`src/rtl/instr_fetch_unit_pkg.sv`:
```
// Shared CPU constants for the fetch sequencer: FSM state encoding and
// the default first-fetch address.
package instr_fetch_unit_pkg;

    // Fetch FSM encoding, kept as plain 2-bit constants for older tools
    localparam logic [1:0] ST_IDLE  = 2'd0;
    localparam logic [1:0] ST_FLUSH = 2'd1;
    localparam logic [1:0] ST_REQ   = 2'd2;
    localparam logic [1:0] ST_HOLD  = 2'd3;

    localparam logic [15:0] RESET_PC_DEFAULT = 16'h0000;

endpackage

```
`src/rtl/fetch_ir_reg.sv`:
```
// Instruction register: holds the fetched word together with the address
// it came from. Load-enabled, asynchronously cleared.
module fetch_ir_reg #(
    parameter int AW = 16,
    parameter int DW = 16
) (
    input  logic          clk,
    input  logic          rst,
    input  logic          load,
    input  logic [DW-1:0] d_instr,
    input  logic [AW-1:0] d_pc,
    output logic [DW-1:0] ir_out,
    output logic [AW-1:0] ir_pc
);

    // Capture word and its address together on load
    always_ff @(posedge clk or negedge rst) begin
        if (!rst) begin
            ir_out <= '0;
            ir_pc  <= '0;
        end else if (load) begin
            ir_out <= d_instr;
            ir_pc  <= d_pc;
        end
    end

endmodule

```
`src/rtl/instr_fetch_unit.sv`:
```
// Fetch sequencer: reads the PC register, requests the instruction word,
// holds it for the decoder over valid/ready and writes back PC+1 or a
// redirect target. mem_req/mem_addr are decoded; everything else is
// registered.
module instr_fetch_unit
    import instr_fetch_unit_pkg::*;
#(
    parameter int            AW       = 16,
    parameter int            DW       = 16,
    parameter logic [AW-1:0] RESET_PC = AW'(RESET_PC_DEFAULT)
) (
    input  logic          clk,
    input  logic          rst,
    input  logic [AW-1:0] pc_in,
    output logic          pc_load,
    output logic [AW-1:0] pc_next,
    output logic          mem_req,
    output logic [AW-1:0] mem_addr,
    input  logic          mem_ack,
    input  logic [DW-1:0] mem_rdata,
    input  logic          redirect,
    input  logic [AW-1:0] redirect_pc,
    output logic          ir_valid,
    output logic [DW-1:0] ir_out,
    output logic [AW-1:0] ir_pc,
    input  logic          ir_ready
);

    logic [1:0]    state, state_nxt;
    logic          pc_load_nxt;
    logic [AW-1:0] pc_next_nxt;
    logic          ir_load;

    // Memory request is live for every REQ cycle; the address follows the
    // PC register directly so no extra cycle is spent latching it.
    assign mem_req  = (state == ST_REQ);
    assign mem_addr = pc_in;

    // Next-state / next-PC decode; redirect outranks ack and ready
    always_comb begin
        state_nxt   = state;
        pc_load_nxt = 1'b0;
        pc_next_nxt = pc_next;
        ir_load     = 1'b0;
        if (state == ST_IDLE) begin
            state_nxt   = ST_FLUSH;
            pc_load_nxt = 1'b1;
            pc_next_nxt = RESET_PC;
        end else if (redirect) begin
            // Any ack this cycle is dropped; the word is not captured
            state_nxt   = ST_FLUSH;
            pc_load_nxt = 1'b1;
            pc_next_nxt = redirect_pc;
        end else begin
            case (state)
                ST_FLUSH: state_nxt = ST_REQ;
                ST_REQ: begin
                    if (mem_ack) begin
                        state_nxt   = ST_HOLD;
                        pc_load_nxt = 1'b1;
                        pc_next_nxt = pc_in + AW'(1);
                        ir_load     = 1'b1;
                    end
                end
                ST_HOLD: begin
                    if (ir_ready) state_nxt = ST_REQ;
                end
                default: state_nxt = ST_IDLE;
            endcase
        end
    end

    // State and registered PC-write / valid outputs
    always_ff @(posedge clk or negedge rst) begin
        if (!rst) begin
            state    <= ST_IDLE;
            pc_load  <= 1'b0;
            pc_next  <= RESET_PC;
            ir_valid <= 1'b0;
        end else begin
            state    <= state_nxt;
            pc_load  <= pc_load_nxt;
            pc_next  <= pc_next_nxt;
            ir_valid <= (state_nxt == ST_HOLD);
        end
    end

    fetch_ir_reg #(
        .AW(AW),
        .DW(DW)
    ) u_ir (
        .clk     (clk),
        .rst     (rst),
        .load    (ir_load),
        .d_instr (mem_rdata),
        .d_pc    (pc_in),
        .ir_out  (ir_out),
        .ir_pc   (ir_pc)
    );

endmodule
```
`config.mk`:
```
export PLATFORM = sky130hd
export DESIGN_NAME = instr_fetch_unit
export DESIGN_NICKNAME = d
export VERILOG_FILES = /design/src/rtl/instr_fetch_unit_pkg.sv /design/src/rtl/fetch_ir_reg.sv /design/src/rtl/instr_fetch_unit.sv
export SDC_FILE = /design/constraint.sdc
export NUM_CORES = 1
export LEC_CHECK = 0
export CORE_UTILIZATION = 44
export CTS_CLUSTER_DIAMETER = 50
export DETAILED_ROUTE_END_ITERATION = 10
export PLACE_DENSITY = 0.95
export SLEW_MARGIN = 20
export SYNTH_ARGS = -nofsm -noshare
export SYNTH_HDL_FRONTEND = slang
export SYNTH_SLANG_ARGS = --single-unit
```
`constraint.sdc`:
```
create_clock -name clk -period 3.81 [get_ports clk]
set_clock_uncertainty 0.1 [all_clocks]
set_input_delay 0.762 -clock clk [delete_from_list [all_inputs] [get_ports clk]]
set_output_delay 0.762 -clock clk [all_outputs]
set_load 0.005 [all_outputs]
```
After elaboration in Yosys (flattened, before gate mapping)
Cells that the tools add are included.
{"block": "word_totals", "regBits": 52, "latchBits": 0, "ramBits": 0, "romBits": 0, "inputBits": 53, "out_inout_bits": 67, "word_cells": 30, "n_memories": 0}
{"block": "op_classes", "n_addsub": 1, "multipliers": 0, "div": 0, "n_lt_le_gt_ge": 0, "eq_ne": 4, "shifts": 0, "muxes": 15, "bitwise": 0, "n_reduce_logical": 4}
{"operator": "$mux W16", "n": 4}
{"operator": "$add A16 B1 Y16 const B", "n": 1}
{"operator": "$mux W2", "n": 4}
{"operator": "$eq A2 B2 Y1 const B", "n": 3}
{"operator": "$mux W1", "n": 6}
{"operator": "$pmux W2 S3", "n": 1}
{"operator": "$reduce_bool A3 Y1", "n": 2}
{"operator": "$eq A2 B1 Y1 const B", "n": 1}
{"operator": "$logic_not A2 Y1", "n": 1}
{"operator": "$reduce_and A2 Y1", "n": 1}

Logic depth before layout (Yosys ltp)
Gate-level depths: netlist of the first run.
{"block": "depth", "word_depth": 5, "mapped_depth": 7, "depth_no_buf": 5}

Modules after synthesis
A second synthesis of the first run with hierarchy kept.
{"block": "hier_totals", "cells_unflattened": 207, "area_unflattened_um2": 2655.0}
{"module": "fetch_ir_reg", "n_inst": 1, "cells_each": 68, "area_each_um2": 1345.0, "seq_area_each_um2": 800.8}
{"module": "instr_fetch_unit", "n_inst": 1, "cells_each": 139, "area_each_um2": 1310.0, "seq_area_each_um2": 500.5}

Worst setup path before layout of the first run
No wires, ideal clock.
{"block": "synth_timing", "kind": "in2reg", "from": "input port pc_in[3]", "to": "register pc_next[6]", "setup_ns": 0.121, "arrival_time_ns": 1.651, "t_required_ns": 3.589, "path_slack_ns": 1.938, "path_stages": 5, "cell_sequence": "buf_2 -> nand3_1 -> o21ai_0 -> or3b_1 -> a22o_1"}
{"block": "synth_between", "elab_chain_len": 5}
{"item": "start, declared", "line_no": "instr_fetch_unit.sv:14", "source": "input logic [AW-1:0] pc_in,"}
{"item": "$add A16 B1 Y16", "line_no": "instr_fetch_unit.sv:61", "source": "pc_next_nxt = pc_in + AW'(1);"}
{"item": "$mux W16", "line_no": "instr_fetch_unit.sv:58", "source": "if (mem_ack) begin"}
{"item": "$mux W16", "line_no": "instr_fetch_unit.sv:55", "source": "case (state)"}
{"item": "$mux W16", "line_no": "instr_fetch_unit.sv:49", "source": "end else if (redirect) begin"}
{"item": "$mux W16", "line_no": "instr_fetch_unit.sv:45", "source": "if (state == ST_IDLE) begin"}
{"item": "end signal, assigned", "line_no": "instr_fetch_unit.sv:83", "source": "pc_next <= pc_next_nxt;"}
{"item": "end, declared", "line_no": "instr_fetch_unit.sv:16", "source": "output logic [AW-1:0] pc_next,"}
No other way between the ends. The select of a mux whose other input is x is not followed.
A chain may end at the register's enable or synchronous reset.

Final worst setup path of the first run
{"block": "layout_timing", "from": "input port pc_in[3]", "to": "output port mem_addr[3]"}
{"item": "end, declared", "line_no": "instr_fetch_unit.sv:18", "source": "output logic [AW-1:0] mem_addr,"}
No word-level cell between the ends.

==> metrics.log, run 1 <==
[metrics] most frequent standard cell in the layout excluding fill and tap cells: sky130_fd_sc_hd__clkdlybuf4s50_1
[metrics] critical path arrival: around 2.0 ns
[metrics] worst hold-check slack: roughly 0.30 ns
[metrics] fraction of final layout cells with drive strength greater than 1: between 5 and 6%
[metrics] Max VDD drop: 0.000248 V
[metrics] summed instance area of the synthesized netlist: 2500 µm²
[metrics] antenna violations before repair: 0
[metrics] Die Area: ~6000 µm²
[metrics] Setup violations, final: 0
[metrics] Worst Hold Class: input port to asynchronous set/reset pin
[metrics] worst setup path category: input port to primary output
[metrics] sink count of the clock tree: 52
[metrics] cell type contributing the most total cell area after synthesis: sky130_fd_sc_hd__dfrtp_1
[metrics] Tot GR Track Use: a little under a quarter
[metrics] power density of the placed cells: around 420 nW/µm²
[metrics] CTS-repair resized insts: 0
[metrics] DRC Markers: 0
[metrics] count of nets left with antenna violations after detail routing: 0
[metrics] buffers from clock root to sink, at most: 2
[metrics] Max Clk Rate: between 0.3 and 0.4 GHz
[metrics] placed wire-length estimate after detailed placement: ~5000 µm
[metrics] maximum fanout along the worst path: 7
[metrics] nature of the critical path endpoint: primary output
[metrics] first-pass GRT wire length: between 10,000 and 15,000 µm
[metrics] Clock Tree Root: sky130_fd_sc_hd__clkbuf_8
[metrics] Post-CTS Repair Setup Buffers: 0
[metrics] clock tree from TritonCTS: built
[metrics] fin crit share: around three quarters
[metrics] distinct cell type count of the synthesized netlist: 35
[metrics] total negative slack for setup checks: 0 ns
[metrics] area of the core region: between 5000 and 6000 µm²
[metrics] row count: 27
[metrics] Worst-Margin Slew: ~0.73 ns
[metrics] leakage power of the design: roughly 1.7 nW
[metrics] delay of the slowest cell on the worst path: approximately 0.66 ns
[metrics] Post-Syn Instances: 278
[metrics] Tmin final: ~2.9 ns
[metrics] number of buffers added by the clock tree synthesis step: 5
[metrics] clk_lat worst skew: ~0.3 ns
[metrics] crit start category: input port
[metrics] floorplan die width: just under 80 µm
[metrics] Initial Util: between 40% and 50%
[metrics] Max Cap Violations: 0
[metrics] H-tree lvl count: 2
[metrics] Rel. slew slack: between 50% and 60%
[metrics] total congestion overflow: 0
[metrics] wire length reported by the detailed router: about 6600 µm
[metrics] required time of the worst setup path: roughly 3.0 ns
[metrics] proportion of synthesized chip area in sequential cells: approximately half
[metrics] global placer's final weighted congestion: around 0.9
[metrics] per-cell via count in the routed design: 5.04
[metrics] number of synthesized register bits: 52
[metrics] cell family contributing the most delay on the critical path: buffers and inverters
[metrics] maximum number of pins on one net before global-route repair: 33
[metrics] Die Y-Extent: just under 80 µm
[metrics] Reg clk slew, reported paths: approximately 0.10 ns
[metrics] unrepaired setup endpoints after global routing: no
[metrics] area fraction of the dominant cell type after synthesis: roughly half
[metrics] Synth Area per Inst: between 9 and 10 µm²
[metrics] starting DRC count in detailed routing: 91
[metrics] most used cells in the layout excluding fill and tap cells: 118 x sky130_fd_sc_hd__clkdlybuf4s50_1, 106 x sky130_fd_sc_hd__nand2_1, 52 x sky130_fd_sc_hd__dfrtp_1
[metrics] count of vias placed by the detailed router: about 2,300
[metrics] number of buffer cells added on primary ports: between 100 and 150
[metrics] vias in the first global route: roughly 2,300
[metrics] ANT cells: 0
[metrics] final hold viol count: 0
[metrics] cells along the critical path: clkdlybuf4s50_1, clkdlybuf4s50_1
[metrics] number of buffers inserted for hold repair after clock tree synthesis: 0
[metrics] slowest cell on the critical path: sky130_fd_sc_hd__clkdlybuf4s50_1
[metrics] area growth from synthesis to final layout: 48.8%
[metrics] outcome: finished, final reports clean
[metrics] Final #Nets: between 400 and 500
[metrics] number of slew-limit violations in the final report: 0
[metrics] cells taking the most area after synthesis: sky130_fd_sc_hd__dfrtp_1 52%, sky130_fd_sc_hd__nand2_1 16%, sky130_fd_sc_hd__buf_4 4.8%, sky130_fd_sc_hd__xnor2_1 3.8%, sky130_fd_sc_hd__o21ai_0 2.8%
[metrics] Routed wire per std cell: 14.6 µm
[metrics] I/O pin cnt: 120
[metrics] combined buffer and inverter count along the critical path: 2
[metrics] dominant cell type by count on the critical path: sky130_fd_sc_hd__clkdlybuf4s50_1
[metrics] warning count from the yosys run: 0
[metrics] total iterations of the first detailed-routing run: 4
[metrics] syn nets: ~330
-- sequential cells by signal, summed over array words and instances (netlist names) --
name         cells
state            2
u_ir.ir_out     16
pc_load          1
ir_valid         1
u_ir.ir_pc      16
pc_next         16
-- power by group --
part	internal (mW)	switching, mW	total (mW)
sequential	0.671	0.0652	0.736
combinational	0.321	0.191	0.512
clock	0.130	0.187	0.317
-- path summary, 6_finish.rpt --
path	from	endpoint	slack [ns]	cells after the start
setup / recovery	pc_in[3]	mem_addr[3]	0.95	2
hold / removal	rst	u_ir.ir_out[11]	0.30	1
setup reg to reg	state[0]	pc_next[8]	1.79	4
hold reg to reg	u_ir.ir_out[14]	u_ir.ir_out[14]	0.38	2
max in group asynchronous	rst	pc_next[1]	2.52	2
min in group clk	u_ir.ir_out[14]	u_ir.ir_out[14]	0.38	2
-- synthesized netlist by cell type --
library cell / count
sky130_fd_sc_hd__and2_1: 1
sky130_fd_sc_hd__clkbuf_1: 6
sky130_fd_sc_hd__o21ai_1: 1
sky130_fd_sc_hd__o21ai_2: 2
sky130_fd_sc_hd__nand4_1: 1
sky130_fd_sc_hd__o21a_1: 1
sky130_fd_sc_hd__nand4_4: 1
sky130_fd_sc_hd__inv_1: 5
sky130_fd_sc_hd__a22oi_1: 8
sky130_fd_sc_hd__nor3_1: 5
sky130_fd_sc_hd__mux2i_1: 3
sky130_fd_sc_hd__nor2b_1: 3
sky130_fd_sc_hd__dfrtp_1: 52
sky130_fd_sc_hd__a22o_1: 1
sky130_fd_sc_hd__ha_1: 1
sky130_fd_sc_hd__nand3_1: 7
sky130_fd_sc_hd__a21oi_1: 5
sky130_fd_sc_hd__nand3b_1: 1
sky130_fd_sc_hd__a32o_1: 1
sky130_fd_sc_hd__nor4_2: 1
sky130_fd_sc_hd__nor4_1: 1
sky130_fd_sc_hd__o41ai_1: 1
sky130_fd_sc_hd__xnor2_1: 11
sky130_fd_sc_hd__o21ai_0: 14
sky130_fd_sc_hd__clkbuf_2: 1
sky130_fd_sc_hd__nand2_1: 106
sky130_fd_sc_hd__or3_1: 1
sky130_fd_sc_hd__and3_1: 1
sky130_fd_sc_hd__or3b_1: 1
sky130_fd_sc_hd__buf_4: 16
sky130_fd_sc_hd__buf_2: 7
sky130_fd_sc_hd__nand4_2: 1
sky130_fd_sc_hd__nor2_1: 8
sky130_fd_sc_hd__o22ai_1: 1
sky130_fd_sc_hd__nor4_4: 2
-- layout make-up --
cell class | instances | area [µm²]
clock buffer | 5 | 68.8
multi-input combinational | 191 | 1000
inverter | 5 | 18.8
tap | 72 | 90.1
fill | 430 | 1780
sequential | 52 | 1300
timing repair buffer | 122 | 1220
clock inverter | 3 | 23.8
-- logic make-up after synthesis --
| logic type | Yosys count | synth area share (%) |
|---|---|---|
| muxes | 3 | 1.20 |
| adders and majority gates | 1 | 0.500 |
| DFF | 52 | 52.0 |
| buffers and inverters | 35 | 8.05 |
| AOI/OAI and AO/OA | 35 | 8.75 |
| xor gates and xnor gates | 11 | 3.85 |
| and+or+nand+nor | 141 | 25.7 |
-- per-layer routing --
| metal | track usage (%) | vias to the layer above | share of wire (%) |
|---|---|---|---|
| li1 | - | 1087 | - |
| met1 | 29.5 | 1078 | 43 |
| met2 | 40.4 | 87 | 48 |
| met3 | 5.53 | 17 | 6.1 |
| met4 | 8.49 | 0 | 2.4 |
| met5 | 0 | - | 0 |
-- through the flow --
step | setup slack [ns] | area (µm²) | power, mW | util, % | cells
after detailed placement | 0.956 | 3630 | 1.26 | 66.0 | 442
after CTS | 0.954 | 3720 | 1.58 | 67.6 | 450
after floorplan | 1.94 | 2500 | 0.900 | - | 278
after global placement | 0.997 | 3630 | 1.24 | 66.0 | 442
final | 0.950 | 3730 | 1.56 | 67.7 | 450
after global routing | 0.929 | 3730 | 1.67 | 67.7 | 450
Power figures use the tool's default switching activity.
==> run 2: changes to the inputs <==
--- a/config.mk
+++ b/config.mk
@@ -5,10 +5,10 @@
 export SDC_FILE = /design/constraint.sdc
 export NUM_CORES = 1
 export LEC_CHECK = 0
-export CORE_UTILIZATION = 44
+export CORE_UTILIZATION = 41
 export CTS_CLUSTER_DIAMETER = 50
 export DETAILED_ROUTE_END_ITERATION = 10
-export PLACE_DENSITY = 0.95
+export PLACE_DENSITY = 0.92
 export SLEW_MARGIN = 20
 export SYNTH_ARGS = -nofsm -noshare
 export SYNTH_HDL_FRONTEND = slang
==> constraint.sdc (replaced) <==
create_clock -name clk -period 2.7 [get_ports clk]
set_clock_uncertainty 0.1 [all_clocks]
set_input_delay 0.54 -clock clk [delete_from_list [all_inputs] [get_ports clk]]
set_output_delay 0.54 -clock clk [all_outputs]
set_load 0.005 [all_outputs]
==> metrics.log, run 2 (synthesis results as in run 1) <==
[metrics] total power: 2.50 mW (+60%)
[metrics] number of buffers added by the clock tree synthesis step: 5 (unchanged)
[metrics] power density of the placed cells: 648 nW/µm² (+54%)
[metrics] maximum number of pins on one net before global-route repair: 32 (-3.0%)
[metrics] Max Clk Rate: between 0.4 and 0.5 GHz
[metrics] Max Cap Violations: 0 (unchanged)
[metrics] total negative slack for setup checks: 0 ns (unchanged)
[metrics] Post-CTS Repair Setup Buffers: 0 (unchanged)
[metrics] number of buffers inserted for hold repair after clock tree synthesis: 0 (unchanged)
[metrics] Worst Hold Class: input port to asynchronous set/reset pin
[metrics] Setup violations, final: 0 (unchanged)
[metrics] number of slew-limit violations in the final report: 0 (unchanged)
[metrics] Routed wire per std cell: 14.4 µm (-1.5%)
[metrics] floorplan die width: 80.1 µm (+3.5%)
[metrics] number of buffer cells added on primary ports: 119 (unchanged)
[metrics] fin crit share: about nine tenths
[metrics] area growth from synthesis to final layout: 53.9%
[metrics] met3 global-route usage: 3.75% (-1.8 points)
[metrics] met2 Track Usage GR: 35.8% (-4.5 points)
[metrics] antenna violations before repair: 0 (unchanged)
[metrics] crit start category: input port
[metrics] wire length reported by the detailed router: 6610 µm (+0.64%)
[metrics] storage element area: 1300 µm² (unchanged)
[metrics] per-cell via count in the routed design: 5.00 (-0.79%)
[metrics] buffers from clock root to sink, at most: 2 (unchanged)
[metrics] delay of the slowest cell on the worst path: 0.66 ns (about the same)
[metrics] required time of the worst setup path: 2.06 ns (-0.89 ns)
[metrics] Die Area: 6420 µm² (+7.1%)
[metrics] starting DRC count in detailed routing: 136 (+49%)
[metrics] dominant cell type by count on the critical path: sky130_fd_sc_hd__clkdlybuf4s50_1
[metrics] H-tree lvl count: 2 (unchanged)
[metrics] Initial Util: 42.3% (-3.2 points)
[metrics] CTS-repair resized insts: 0 (unchanged)
[metrics] unrepaired setup endpoints after global routing: no
[metrics] count of vias placed by the detailed router: 2,301 (+1.4%)
[metrics] worst setup path category: input port to primary output
[metrics] slowest cell on the critical path: sky130_fd_sc_hd__clkdlybuf4s50_1
[metrics] leakage power of the design: 1.72 nW (+4.2%)
[metrics] ANT cells: 0 (unchanged)
[metrics] total iterations of the first detailed-routing run: 4 (unchanged)
[metrics] Clock Tree Root: sky130_fd_sc_hd__clkbuf_8
[metrics] fill count: 472 (+9.8%)
[metrics] total congestion overflow: 0 (unchanged)
[metrics] Max VDD drop: 0.000365 V (+47%)
[metrics] minimum setup slack among reg-to-reg paths: 0.96 ns (-0.83 ns)
[metrics] Rel. slew slack: 55.9% (+4.5 points)
[metrics] clk_lat worst skew: 0.30 ns (about the same)
[metrics] vias in the first global route: 2,209 (-4.7%)
[metrics] number of cells in the design after placement: 452 (+2.3%)
[metrics] area of the multi-input gates: 1010 µm² (+0.50%)
[metrics] Die Y-Extent: 80.1 µm (+3.5%)
[metrics] clock tree from TritonCTS: built
[metrics] most frequent standard cell in the layout excluding fill and tap cells: sky130_fd_sc_hd__clkdlybuf4s50_1
[metrics] busiest metal layer after global routing: met2
[metrics] critical path arrival: 1.77 ns (-0.23 ns)
[metrics] Tmin final: around 2.4 ns
[metrics] path depth of the worst reg2reg path: 4 (unchanged)
[metrics] first-pass GRT wire length: 10,600 µm (-4.9%)
[metrics] most used cells in the layout excluding fill and tap cells: 118 x sky130_fd_sc_hd__clkdlybuf4s50_1, 106 x sky130_fd_sc_hd__nand2_1, 52 x sky130_fd_sc_hd__dfrtp_1
[metrics] fraction of final layout cells with drive strength greater than 1: 7.27% (+2.0 points)
[metrics] nature of the critical path endpoint: primary output
[metrics] largest registers ranked by flip-flop count: pc_next (16), u_ir.ir_out (16), u_ir.ir_pc (16)
[metrics] Tot GR Track Use: 21.3% (-2.5 points)
[metrics] worst hold-check slack: 0.163 ns (-0.137 ns)
[metrics] cells along the critical path: clkdlybuf4s50_1, clkdlybuf4s50_1
[metrics] DRC Markers: 0 (unchanged)
[metrics] Worst R2R End: u_ir.ir_pc[1]
[metrics] area of placed instances: 3690 µm² (+1.7%)
[metrics] sink count of the clock tree: 52 (unchanged)
[metrics] Reg clk slew, reported paths: 0.09 ns (about the same)
[metrics] area of the core region: 5920 µm² (+7.5%)
[metrics] Finished Layout Cells: 460 (+2.2%)
[metrics] outcome: finished, final reports clean
[metrics] Final #Nets: 438 (+1.6%)
[metrics] maximum fanout along the worst path: 6 (-1)
[metrics] summed area of non-filler cells in the final layout: 3850 µm² (+3.4%)
[metrics] met1 global-route usage: 28.0% (-1.6 points)
[metrics] I/O pin cnt: 120 (unchanged)
[metrics] crit path from: pc_in[4]
[metrics] count of nets left with antenna violations after detail routing: 0 (unchanged)
[metrics] combined buffer and inverter count along the critical path: 2 (unchanged)
[metrics] row count: 28 (+3.7%)
[metrics] placed wire-length estimate after detailed placement: 4990 µm (+1.0%)
[metrics] critical register-to-register path startpoint: state[1]
[metrics] Worst-Margin Slew: 0.662 ns (-0.0658 ns)
[metrics] final hold viol count: 0 (unchanged)
[metrics] cell family contributing the most delay on the critical path: buffers and inverters
[metrics] global placer's final weighted congestion: 0.818 (-6.5%)
-- run 2: metal layers --
| metal | vias up | wire, µm |
|---|---|---|
| met5 | - | 0 |
| met4 | 0 | 132 |
| met3 | 15 | 360 |
| met2 | 92 | 3220 |
| met1 | 1091 | 2900 |
| li1 | 1103 | - |
-- run 2: cell type report --
| cell class | count | share of cell area (%) |
|---|---|---|
| timing repair buffer | 129 | 33.1 |
| tap | 75 | 2.44 |
| clock buffer | 5 | 1.79 |
| sequential | 52 | 33.8 |
| multi-input combinational | 191 | 26.1 |
| inverter | 5 | 0.487 |
| clock inverter | 3 | 2.34 |
-- run 2: per-stage QoR --
stage	worst slack, ns	util [%]
6_report	0.285	65.1
5_1_grt	0.256	65.1
4_1_cts	0.290	65.1
3_5_place_dp	0.209	62.4
3_3_place_gp	0.276	62.4
2_1_floorplan	1.05	-
-- run 2: worst max path at each step --
stage / to / slack (ns) / cells after the start
global placement: u_ir.ir_pc[1] / 0.28 / 5
CTS: mem_addr[4] / 0.29 / 2
detailed placement: u_ir.ir_pc[1] / 0.21 / 5
finish: mem_addr[4] / 0.29 / 2
floorplan: pc_next[6] / 1.05 / 5
global route: mem_addr[4] / 0.26 / 2
-- run 2: report_power, final --
group	leakage, nW	switching, mW	internal [mW]	total, mW
sequential	0.654	0.0981	0.947	1.05
clock	0.0784	0.264	0.463	0.727
combinational	0.993	0.266	0.461	0.726
==> run 3: changes to the inputs <==
--- a/config.mk
+++ b/config.mk
@@ -5,6 +5,7 @@
 export SDC_FILE = /design/constraint.sdc
 export NUM_CORES = 1
 export LEC_CHECK = 0
+export CAP_MARGIN = 20
 export CORE_UTILIZATION = 41
 export CTS_CLUSTER_DIAMETER = 50
 export DETAILED_ROUTE_END_ITERATION = 10
==> results of run 3 <==
Same layout as run 2: the final DEF is identical, and so are final timing and power.
